$ cat config.mk
export PLATFORM = sky130hd
export DESIGN_NAME = multiplier_parallel_unit
export DESIGN_NICKNAME = d
export VERILOG_FILES = /design/src/rtl/multiplier_parallel_pkg.sv /design/src/rtl/multiplier_parallel_unit_csa.sv /design/src/rtl/multiplier_parallel_unit.sv
export SDC_FILE = /design/constraint.sdc
export NUM_CORES = 2
export LEC_CHECK = 0
export CAP_MARGIN = 10
export CORE_UTILIZATION = 30
export CTS_CLUSTER_DIAMETER = 40
export DETAILED_ROUTE_END_ITERATION = 12
export PLACE_DENSITY_LB_ADDON = 0.15
export SLEW_MARGIN = 20
export SYNTH_ARGS = -nofsm -noshare
export SYNTH_HDL_FRONTEND = slang
export SYNTH_SLANG_ARGS = --single-unit
$ cat constraint.sdc
create_clock -name clk -period 8.1 [get_ports clk]
set_input_delay 1.62 -clock clk [delete_from_list [all_inputs] [get_ports clk]]
set_output_delay 1.62 -clock clk [all_outputs]
set_load 0.005 [all_outputs]
$ cat src/rtl/multiplier_parallel_pkg.sv
// Shared widths and types for the single-cycle 32x32 unsigned multiplier.
package multiplier_parallel_pkg;

  localparam int unsigned OPERAND_W  = 32;
  localparam int unsigned PRODUCT_W  = 64;
  // Eight 3:2 levels take 32 rows down to 2: 32,22,15,10,7,5,4,3,2.
  localparam int unsigned NUM_LEVELS = 8;

  typedef logic [OPERAND_W-1:0] operand_t;
  typedef logic [PRODUCT_W-1:0] product_t;

  // Live row count entering a given reduction level.
  function automatic int unsigned rows_at(input int unsigned level);
    int unsigned n;
    n = OPERAND_W;
    for (int unsigned l = 0; l < level; l++) begin
      n = 2 * (n / 3) + (n % 3);
    end
    return n;
  endfunction

endpackage

$ cat src/rtl/multiplier_parallel_unit_csa.sv
// Generic-width 3:2 carry-save compressor; the carry row comes out pre-shifted left by one.
module mp_csa #(
  parameter int unsigned W = 64
) (
  input  logic [W-1:0] in_a,
  input  logic [W-1:0] in_b,
  input  logic [W-1:0] in_c,
  output logic [W-1:0] sum_c,
  output logic [W-1:0] carry_c
);

  logic [W-1:0] maj;

  assign sum_c   = in_a ^ in_b ^ in_c;
  assign maj     = (in_a & in_b) | (in_a & in_c) | (in_b & in_c);
  // The top majority bit would land at bit W and is mathematically zero here.
  assign carry_c = {maj[W-2:0], 1'b0};

endmodule

$ cat src/rtl/multiplier_parallel_unit.sv
// Fully parallel 32x32 unsigned multiplier: carry-save tree, one CPA, registered product.
// Optional operand/product valid handshake under MULTIPLIER_PARALLEL_VALID_EN.
module multiplier_parallel_unit
  import multiplier_parallel_pkg::*;
(
  input  logic     clk,
  input  logic     reset,
  input  operand_t a,
  input  operand_t b,
`ifdef MULTIPLIER_PARALLEL_VALID_EN
  input  logic     valid_in,
  output logic     valid_out,
`endif
  output product_t r
);

  // rows[l][k]: row k entering reduction level l; unused slots are tied to zero.
  product_t rows [0:NUM_LEVELS][0:OPERAND_W-1];
  product_t product_c;
  product_t r_d, r_q;

  for (genvar i = 0; i < OPERAND_W; i++) begin : g_pp
    assign rows[0][i] = b[i] ? (PRODUCT_W'(a) << i) : '0;
  end

  for (genvar l = 0; l < NUM_LEVELS; l++) begin : g_lvl
    localparam int unsigned N   = rows_at(l);
    localparam int unsigned G   = N / 3;
    localparam int unsigned REM = N % 3;

    for (genvar g = 0; g < G; g++) begin : g_csa
      mp_csa #(.W(PRODUCT_W)) u_csa (
        .in_a    (rows[l][3*g]),
        .in_b    (rows[l][3*g+1]),
        .in_c    (rows[l][3*g+2]),
        .sum_c   (rows[l+1][2*g]),
        .carry_c (rows[l+1][2*g+1])
      );
    end

    for (genvar p = 0; p < REM; p++) begin : g_pass
      assign rows[l+1][2*G+p] = rows[l][3*G+p];
    end

    for (genvar z = 2*G + REM; z < OPERAND_W; z++) begin : g_zero
      assign rows[l+1][z] = '0;
    end
  end

  assign product_c = rows[NUM_LEVELS][0] + rows[NUM_LEVELS][1];

`ifdef MULTIPLIER_PARALLEL_VALID_EN
  logic valid_out_d, valid_out_q;

  always_comb begin
    r_d         = r_q;
    valid_out_d = valid_in;
    if (valid_in) begin
      r_d = product_c;
    end
  end

  always_ff @(posedge clk) begin
    if (reset) begin
      valid_out_q <= 1'b0;
    end else begin
      valid_out_q <= valid_out_d;
    end
  end

  assign valid_out = valid_out_q;
`else
  always_comb begin
    r_d = product_c;
  end
`endif

  always_ff @(posedge clk) begin
    if (reset) begin
      r_q <= '0;
    end else begin
      r_q <= r_d;
    end
  end

  assign r = r_q;

endmodule

==> impl_metrics.yaml <==
timing:
  rsz0062_at_grt: "yes"
  max_freq_mhz: 119.3
  period_share_pct: 103.5
  slew_headroom_pct: 57.74
  setup_tns_ps: -1599
  setup_violations: 13
  whs_ps: 1691
  drv_slew: 0
  setup_ws_ps: -283.7
  min_period_ps: 8384
  worst_pin_slew_ps: 633.8
  hold_viol_final: 0
cts:
  htree_levels: 3
  clkSinkCount: 64
  clkTransAtPathRegs_ps: 60
  cts_made_buffers: 9
  cts_buffer_depth: 2
  ctsRootBufferMaster: "clkbuf_16"
  cts_tree: "yes"
route:
  vias: 26372
  drtAntennaViolNets: 0
  drt_iter0_drc: 1180
  viasPerCell: 4.551
  wl_um: 112600
  dr.pass1.iters: 4
  wire_per_inst_um: 19.43
  drc: 0
worst_setup_path:
  cp-start-kind: "input port"
  crit_required_ps: 8340
  cp.arrival_ps: 8620
  path_max_fanout: 4
  worstSetupPathType: "in2reg"
  worstSetupEndpointType: "flip-flop"
synth:
  ys_async_sr_fraction_pct: 0
  yosys_warnings: 0
  syn_area_mm2: 0.03436
  synth_seq_area_share_pct: 3.729
  synth-edff-count: 0
  syn_nets: 4937
  syn_avg_cell_area_um2: 9.164
  ys_types: 61
  synth_cells: 3749
  synth-seq-cells: 64
  synth_ff_type: "dfxtp_1"
placement:
  placed_cells: 5606
  gp_congestion: 0.8209
  portBuffers: 129
  dpl.hpwl_um: 89860
status:
  status: "finished, violations left"
  violations: "negative setup slack"
cells_and_area:
  final_util_pct: 40.27
  layout.nets: 5476
  largest_register_ffs: 64
  syn2layout_area_growth_pct: 32.39
  layoutNonFillerInstCount: 5795
  drive_gt1_share_pct: 26.69
global_route:
  grt_overflow_total: 0
  grt_max_degree: 59
  grtUsageMet3_pct: 2.826
  grtUsageTotal_pct: 20.05
  use_met1_pct: 26.39
  grt_pass1_wl_um: 175700
  grt_pass1_vias: 29251
  grt_use_met2_pct: 35.05
  antenna_found_initial: 11
  gr-max-usage-layer: "met2"
die:
  initial_core_util_pct: 30.41
  die_x_um: 340.4
  fp-row-count: 123
  core_mm2: 0.1130
  num_io_pins: 130
  die_h_um: 340.4
  dieArea_mm2: 0.1159
flow_run:
  drv_cap: 0
hold_path:
  hp-class: "in2reg"
[per-layer routing]
layer | part of all wire (%) | routed length (µm)
met1 | 43 | 47850
met2 | 51 | 57200
met3 | 4.6 | 5156
met4 | 2.1 | 2360
met5 | 0 | 0
[cell usage in the layout (no fill, tap or decap), types with 11 or more instances in the layout]
| cell | n |
|---|---|
| dfxtp_1 | 64 |
| a21oi_1 | 34 |
| buf_2 | 20 |
| a21oi_2 | 29 |
| nand2_2 | 14 |
| ha_1 | 158 |
| xnor2_1 | 17 |
| bufbuf_16 | 21 |
| fa_1 | 790 |
| nand3_1 | 11 |
| a21oi_4 | 11 |
| nor2b_1 | 20 |
| a21o_1 | 25 |
| nor2_1 | 73 |
| o21ai_0 | 13 |
| inv_1 | 767 |
| and2_4 | 63 |
| nand4_1 | 21 |
| nor3_1 | 11 |
| fa_2 | 118 |
| buf_4 | 447 |
| o21ai_1 | 11 |
| inv_2 | 63 |
| buf_8 | 11 |
| nand2_1 | 442 |
| clkdlybuf4s50_1 | 66 |
| buf_12 | 84 |
| buf_6 | 79 |
| ha_4 | 55 |
| clkbuf_16 | 11 |
| and2_1 | 562 |
[metrics by stage]
step | setup slack (ps) | cell area [µm²]
final | -283.7 | 45480
after global routing | -437.2 | 45480
after CTS | -459.1 | 44550
after detailed placement | -1324 | 41030
after global placement | -1275 | 41030
after floorplan | -220.0 | 34540
[layout make-up]
class                   instances  area (µm²)
flip-flops and latches         64        1281
clock buffers                   9       225.2
clock inverters                 7       47.55
fillers                     11470       67480
well taps                    1500        1877
multi-input cells            2630       31110
repair buffers                753        7826
inverters                     830        3115
diodes                          2       5.005
[cells in the mapped netlist (3+ instances only)]
cell type  count  area share [%]
fa_1         908              53
inv_1        830             9.1
and2_1       625              11
nand2_1      457             5.0
ha_1         214             7.8
clkbuf_1     209             2.3
nor2_1        80            0.87
a21oi_1       73             1.1
dfxtp_1       64             3.7
o21ai_0       33            0.48
a21o_1        25            0.55
xnor2_1       24            0.61
nand4_1       21            0.38
nor2b_1       21            0.38
nor3_1        17            0.25
nand3_1       14            0.20
o21bai_1      13            0.28
buf_2         12            0.17
xor2_1        12            0.31
o211ai_1       8            0.17
o21a_1         8            0.17
mux2_2         7            0.23
a211oi_1       6            0.13
a31oi_1        5           0.091
or2_2          5           0.091
a221oi_1       4            0.10
or3_1          4           0.073
and3_1         3           0.055
nor4_1         3           0.055
o21ai_1        3           0.044
o221ai_1       3           0.076
o31ai_1        3           0.066
or4_1          3           0.066
[repair_timing]
item / CTS / global route
gates resized for setup: 638 / 245
cloned: 24 / 2
setup buffers: 135 / 30
setup endpoints to repair: 39 / 32
hold buffers: 0 / 0
pin swaps: 297 / 262
[worst paths after layout]
path | slack (ps) | to | from | depth (start not counted)
setup / recovery | -280 | r[61]$_SDFF_PP0_ | b[13] | 24
hold / removal | 1690 | r[56]$_SDFF_PP0_ | reset | 2
[worst max-delay path: stages]
cell	delay (ps)
buf_12	120
buf_12	140
buf_12	120
buf_8	110
and2_4	130
fa_1	540
inv_2	40
fa_1	470
fa_1	560
fa_2	480
fa_2	600
fa_2	440
fa_1	520
inv_1	50
fa_1	480
ha_4	300
nand2_2	50
or3_4	390
or3_4	340
o211a_4	270
buf_12	130
a2111oi_4	320
a21oi_2	100
mux2_4	300
[logic make-up after synthesis]
group,after synthesis,share of synthesized area [%]
AOI/OAI and AO/OA,204,3.828
xor gates and xnor gates,36,0.9177
adders and majority gates,1122,60.70
buffers and inverters,1055,11.58
DFF,64,3.729
muxes,8,0.2731
and+or+nand+nor,1260,18.97
Power is left out: the tool's default activity adds up to more than one toggle a clock period on the data nets, which glitch-free logic cannot reach.
